## src/rtl/sincos_pkg.sv

```systemverilog
// Shared definitions for the sin/cos request arbiter: FSM state encoding and
// default widths/limits for the Box-Muller sin/cos sharing path.
package sincos_pkg;

  localparam int SINCOS_ADDR_W  = 33;
  localparam int SINCOS_DATA_W  = 16;
  localparam int SINCOS_TIMEOUT = 64;

  typedef enum logic [1:0] {
    ST_IDLE,
    ST_ISSUE,
    ST_WAIT,
    ST_RESP
  } state_e;

endpackage

```

## src/rtl/sincos_req_arbiter_rr.sv

```systemverilog
// Two-way round-robin grant: a lone request wins outright, a tie goes to the
// requester that was not served last. Purely combinational, one-hot output.
module rr_arbiter2 (
  input  logic [1:0] req_valid_i,
  input  logic       last_grant_i,
  output logic [1:0] grant_o
);

  always_comb begin
    grant_o = 2'b00;
    unique case (req_valid_i)
      2'b01:   grant_o = 2'b01;
      2'b10:   grant_o = 2'b10;
      2'b11:   grant_o = last_grant_i ? 2'b01 : 2'b10;
      default: grant_o = 2'b00;
    endcase
  end

endmodule

```

## src/rtl/sincos_req_arbiter.sv

```systemverilog
// Shares one sin/cos interpolation unit between two requesters: grant, restart,
// wait for done, return result. Optional WAIT watchdog: SINCOS_TIMEOUT_EN.
module sincos_req_arbiter
  import sincos_pkg::*;
#(
  parameter int ADDR_W  = SINCOS_ADDR_W,
  parameter int DATA_W  = SINCOS_DATA_W,
  parameter int TIMEOUT = SINCOS_TIMEOUT
) (
  input  logic                clk,
  input  logic                reset,
  input  logic [1:0]          req_valid,
  input  logic [2*ADDR_W-1:0] req_addr,
  output logic [1:0]          req_ready,
  output logic                su_reset,
  output logic                su_enable,
  output logic [ADDR_W-1:0]   su_address,
  input  logic                su_done,
  input  logic [DATA_W-1:0]   su_sin,
  input  logic [DATA_W-1:0]   su_cos,
  output logic [1:0]          rsp_valid,
  input  logic [1:0]          rsp_ready,
  output logic [DATA_W-1:0]   rsp_sin,
  output logic [DATA_W-1:0]   rsp_cos,
  output logic                rsp_err,
  output logic                busy
);

  state_e              state_q, state_d;
  logic [ADDR_W-1:0]   addr_q, addr_d;
  logic                id_q, id_d;
  logic                last_q, last_d;
  logic [DATA_W-1:0]   sin_q, sin_d;
  logic [DATA_W-1:0]   cos_q, cos_d;
  logic [1:0]          grant;

`ifdef SINCOS_TIMEOUT_EN
  localparam int CNT_W = $clog2(TIMEOUT + 1);
  logic [CNT_W-1:0]    cnt_q, cnt_d;
  logic                err_q, err_d;
`endif

  rr_arbiter2 u_arb (
    .req_valid_i  (req_valid),
    .last_grant_i (last_q),
    .grant_o      (grant)
  );

  // Next-state logic; su_done is only looked at in WAIT, so a level left high
  // from the previous operation cannot complete the restart in ISSUE.
  always_comb begin
    state_d   = state_q;
    addr_d    = addr_q;
    id_d      = id_q;
    last_d    = last_q;
    sin_d     = sin_q;
    cos_d     = cos_q;
    req_ready = 2'b00;
`ifdef SINCOS_TIMEOUT_EN
    cnt_d     = cnt_q;
    err_d     = err_q;
`endif
    unique case (state_q)
      ST_IDLE: begin
        if (!reset && (grant != 2'b00)) begin
          req_ready = grant;
          addr_d    = grant[1] ? req_addr[2*ADDR_W-1:ADDR_W] : req_addr[ADDR_W-1:0];
          id_d      = grant[1];
          state_d   = ST_ISSUE;
        end
      end
      ST_ISSUE: begin
        state_d = ST_WAIT;
`ifdef SINCOS_TIMEOUT_EN
        cnt_d   = '0;
`endif
      end
      ST_WAIT: begin
        if (su_done) begin
          sin_d   = su_sin;
          cos_d   = su_cos;
`ifdef SINCOS_TIMEOUT_EN
          err_d   = 1'b0;
`endif
          state_d = ST_RESP;
        end
`ifdef SINCOS_TIMEOUT_EN
        else if (cnt_q == CNT_W'(TIMEOUT - 1)) begin
          sin_d   = '0;
          cos_d   = '0;
          err_d   = 1'b1;
          state_d = ST_RESP;
        end else begin
          cnt_d = cnt_q + CNT_W'(1);
        end
`endif
      end
      ST_RESP: begin
        if (rsp_ready[id_q]) begin
          last_d  = id_q;
          state_d = ST_IDLE;
        end
      end
      default: state_d = ST_IDLE;
    endcase
  end

  // State and datapath registers with synchronous active-high reset.
  always_ff @(posedge clk) begin
    if (reset) begin
      state_q <= ST_IDLE;
      addr_q  <= '0;
      id_q    <= 1'b0;
      last_q  <= 1'b1;
      sin_q   <= '0;
      cos_q   <= '0;
`ifdef SINCOS_TIMEOUT_EN
      cnt_q   <= '0;
      err_q   <= 1'b0;
`endif
    end else begin
      state_q <= state_d;
      addr_q  <= addr_d;
      id_q    <= id_d;
      last_q  <= last_d;
      sin_q   <= sin_d;
      cos_q   <= cos_d;
`ifdef SINCOS_TIMEOUT_EN
      cnt_q   <= cnt_d;
      err_q   <= err_d;
`endif
    end
  end

  assign su_reset   = reset | (state_q == ST_ISSUE);
  assign su_enable  = (state_q == ST_WAIT);
  assign su_address = addr_q;
  assign rsp_valid  = (state_q == ST_RESP) ? (id_q ? 2'b10 : 2'b01) : 2'b00;
  assign rsp_sin    = sin_q;
  assign rsp_cos    = cos_q;
  assign busy       = (state_q != ST_IDLE);
`ifdef SINCOS_TIMEOUT_EN
  assign rsp_err    = err_q;
`else
  assign rsp_err    = 1'b0;
`endif

endmodule

```

## config.mk

```make
export PLATFORM = sky130hd
export DESIGN_NAME = sincos_req_arbiter
export DESIGN_NICKNAME = d
export VERILOG_FILES = /design/src/rtl/sincos_pkg.sv /design/src/rtl/sincos_req_arbiter_rr.sv /design/src/rtl/sincos_req_arbiter.sv
export SDC_FILE = /design/constraint.sdc
export NUM_CORES = 1
export LEC_CHECK = 0
export ABC_AREA = 1
export BUFFER_PORTS_ARGS = -buffer_cell sky130_fd_sc_hd__buf_2
export CAP_MARGIN = 20
export CORE_MARGIN = 2
export CORE_UTILIZATION = 47
export CTS_CLUSTER_DIAMETER = 60
export DETAILED_ROUTE_END_ITERATION = 8
export GPL_TIMING_DRIVEN = 0
export PLACE_DENSITY = 0.92
export SKIP_LAST_GASP = 1
export SLEW_MARGIN = 30
export SYNTH_ARGS = -nofsm -noshare
export SYNTH_HDL_FRONTEND = slang
export SYNTH_SLANG_ARGS = --single-unit
```

## constraint.sdc

```tcl
create_clock -name clk -period 2.8 [get_ports clk]
set_input_delay 0.56 -clock clk [delete_from_list [all_inputs] [get_ports clk]]
set_output_delay 0.56 -clock clk [all_outputs]
set_load 0.05 [all_outputs]
```

==> results by group <==
Worst setup path
  – Worst-case register-to-register setup slack: 1210 ps
  – Critical-path maximum fanout: 10
  – Arrival time at the worst endpoint: between 1500 and 2000 ps
  – Worst setup EP type: primary output
  – Critical Path, Cell by Cell: inv_1 > ha_1 > nand2_2 > buf_2 > nor2_1 > buf_2
  – Critical path launch point type: flop
  – Most repeated library cell on the critical path: sky130_fd_sc_hd__buf_2
  – Path type of the worst setup path: reg2out
  – R2r startpoint: state_q[0]
  – Number of cells traversed by the worst register-to-register path: 6
  – Critical Path Start: state_q[0]
  – Critical Path RT: between 2000 and 2500 ps
  – Crit-path max cell delay: approximately 400 ps
  – Critical-path cell with the highest stage delay: sky130_fd_sc_hd__dfxtp_1
  – Endpoint of the worst-slack reg-to-reg timing path: rsp_sin[8]

CTS
  – Post-CTS setup buffers: 0
  – Clock tree from TritonCTS: yes
  – Worst-Skew Late Latency: 330 ps
  – Clk pin slew, worst setup/hold paths: ~80 ps
  – Post-CTS resize count: 0
  – Buffer type at the clock tree root: sky130_fd_sc_hd__clkbuf_8
  – Maximum level of the CTS H-tree: 3
  – Clock Sinks: 69
  – Post-CTS Hold Buffers: 0
  – Longest Clk Path Bufs: 2
  – Clock buffers created by TritonCTS: 9

Cells and area
  – P&R area growth vs syn: 37.9%
  – Number of diodes: 0
  – Fill cells: approximately 550
  – Final instance area: approximately 4300 sq um
  – Total number of nets in the final design: 704
  – Combined area of the multi-input logic cells: between 1000 and 1500 sq um
  – Layout cell share with drive strength beyond 1: 41.2%
  – Post-route insts no fill: between 600 and 700
  – Combined flip-flop and latch cell area: 1380 sq um

Die
  – Count of standard-cell rows: 29
  – Effective utilization at floorplan: 48.6%
  – I/O Pins: around 180
  – Total die area: 7230 sq um
  – Total core area: 6350 sq um
  – Die Width: 85.0 microns
  – Die boundary height: 85.0 microns

STA
  – Timing-limited maximum frequency: 424 MHz
  – Final setup fails: 0
  – Setup slack of the critical path after layout: about 440 ps
  – RSZ-0062 raised after global routing: no
  – Period utilisation layout: 84.1%
  – Minimum hold slack: 434 ps
  – Final critical delay including setup and external delays: approximately 2400 ps
  – Hold Vio Cnt, Final: 0
  – Final sum of negative setup slack: 0 ps
  – Final max-slew violation count: 0
  – Largest clock skew in the final design: 8.49 ps

Global routing
  – Via count of the first global-routing pass: 3198
  – First-pass GRT wire length: 14.3 mm
  – Total routing resource utilization after global routing: roughly a quarter
  – Maximum number of pins on one net before global-route repair: 12
  – Initial antenna violation count: 2
  – Global route overflow: 0

Synthesis
  – Number of flops mapped to enable cells by yosys: 0
  – Cell with the most instances after synthesis: sky130_fd_sc_hd__nor2_1
  – Simple-Gate Fraction of Synth Area: a little over a fifth
  – Fraction of synthesis flops using an asynchronous set or reset pin: 0%
  – Gate Count Post-Synth: 408
  – Syn_area_per_cell: 7.57 sq um
  – Cell area after synthesis: 3090 sq um
  – Post-synthesis compound-gate area fraction: 21.0%
  – Area share of xor/xnor cells in the synthesized design: 0%
  – Commonest register cell after synthesis: sky130_fd_sc_hd__dfxtp_1
  – Cell type with the largest total area after synthesis: sky130_fd_sc_hd__dfxtp_1
  – Synthesized Nets: 517
  – Post-synthesis sequential area ratio: 44.8%
  – Unique cell type count in the Yosys netlist: 24
  – Count of yosys warnings during synthesis: 0
  – Multiplexer share of the synthesized area: 0%
  – Flop and latch count out of synthesis: 69
  – Post-synthesis adder-cell area fraction: 1.62%
  – Top post-synthesis cells by area: sky130_fd_sc_hd__dfxtp_1 45%, sky130_fd_sc_hd__a21oi_2 9.4%, sky130_fd_sc_hd__nor2_1 9.1%, sky130_fd_sc_hd__o21ai_0 5.8%, sky130_fd_sc_hd__nand3_1 5.7%
  – Most instantiated cells after synthesis: 75 x sky130_fd_sc_hd__nor2_1, 69 x sky130_fd_sc_hd__dfxtp_1, 43 x sky130_fd_sc_hd__inv_1
  – Portion of synthesized cell area occupied by the leading cell type: 44.8%
  – Combinational family with the most area after synthesis: simple AND/OR/NAND/NOR gates

Place
  – Post-place instance area: 4060 sq um
  – DP Cell Count: 661
  – Routability congestion estimate from global placement: 0.862
  – Dpl ws: 596 ps
  – Detailed-placement wirelength estimate: between 6 and 7 mm
  – Count of input and output buffers: 176

Min path
  – Worst Hold Class: in2reg
  – Min-Delay Startpoint: req_addr[46]
  – Endpoint, Worst Hold: su_address[13]
  – Min-Delay Path Depth: 3

Drt
  – Routed vias/inst: 4.90
  – Routed WL: 8.77 mm
  – Routed wirelength normalized by instance count: 13.0 microns
  – DR vias: 3318
  – Remaining antenna violation count after routing: 0
  – 1st-pass router iterations: 4
  – Drt drc: 0
  – Starting DRC count in detailed routing: 152

Power and ir drop
  – Leakage power: between 2 and 2.5 nW
  – Maximum VDD drop: 0.000660 V
  – Power per Cell Area: 991 nW/um^2

Run
  – Count of maximum capacitance violations: 0

Run status
  – Status: finished, final reports clean
[stage by stage]
step	power [mW]	util, %
2_1_floorplan	2.95	-
3_3_place_gp	3.38	64.0
4_1_cts	4.24	67.0
3_5_place_dp	3.44	64.0
6_report	4.22	67.0
5_1_grt	4.45	67.0
[report_power, final]
group	switching, mW	internal, mW
clock network	0.361	0.434
logic	1.53	0.529
registers	0.132	1.23
total	2.02	2.20
[flip-flops by register name, indices dropped and copies added (netlist names)]
| register | flops |
|---|---|
| state_q | 2 |
| last_q | 1 |
| su_address | 33 |
| id_q | 1 |
| rsp_cos | 16 |
| rsp_sin | 16 |
[cell type report]
type	count	share of cell area (%)
clock inverters	4	1.12
inverters	44	3.88
multi-input cells	267	31.8
repair buffers	176	20.7
clock buffers	12	3.41
well taps	77	2.26
flip-flops and latches	69	32.5
plain buffers	28	4.41
[per-layer routing]
metal	track usage (%)	vias up	share of wire, %	wire (microns)
met5	0	-	0.27	24
met4	8.08	4	0.79	69
met3	5.93	10	7.5	659
met2	42.5	130	50	4420
met1	29.2	1492	41	3600
li1	-	1682	-	-
[cell usage in the layout (no fill, tap or decap), types with 2 or more instances in the layout]
master,count
sky130_fd_sc_hd__clkbuf_1,10
sky130_fd_sc_hd__inv_1,43
sky130_fd_sc_hd__o21ai_0,36
sky130_fd_sc_hd__a21oi_2,33
sky130_fd_sc_hd__nor2_1,75
sky130_fd_sc_hd__dfxtp_1,69
sky130_fd_sc_hd__nand2_1,42
sky130_fd_sc_hd__nand4_1,2
sky130_fd_sc_hd__clkbuf_8,10
sky130_fd_sc_hd__buf_2,186
sky130_fd_sc_hd__nand2_2,2
sky130_fd_sc_hd__clkinv_2,2
sky130_fd_sc_hd__buf_6,4
sky130_fd_sc_hd__nand3_1,35
sky130_fd_sc_hd__o21ai_1,33
sky130_fd_sc_hd__ha_1,4
sky130_fd_sc_hd__buf_4,3
[how the worst max path moves through the flow]
| stage | slack [ps] | to | cells past startpoint |
|---|---|---|---|
| finish | 440 | req_ready[0] | 6 |
| global route | 290 | req_ready[0] | 6 |
| detailed placement | 600 | req_ready[0] | 7 |
| global placement | 620 | req_ready[0] | 7 |
| CTS | 410 | req_ready[0] | 6 |
| floorplan | 590 | req_ready[0] | 5 |
[kinds of logic after synthesis]
| kind of cell | Yosys count |
|---|---|
| buffers and inverters | 72 |
| AOI/OAI and AO/OA | 104 |
| other | 1 |
| adders and majority gates | 4 |
| and+or+nand+nor | 158 |
| DFF | 69 |
[worst max-delay path: cells and delay by family (launching register included)]
kind,cells,cell delay (ps)
AND/OR/NAND/NOR,2,260
flip-flops,1,400
buffers and inverters,3,560
adder cells (fa/ha/maj),1,250
Note: power is estimated with default switching activity, not from simulation.
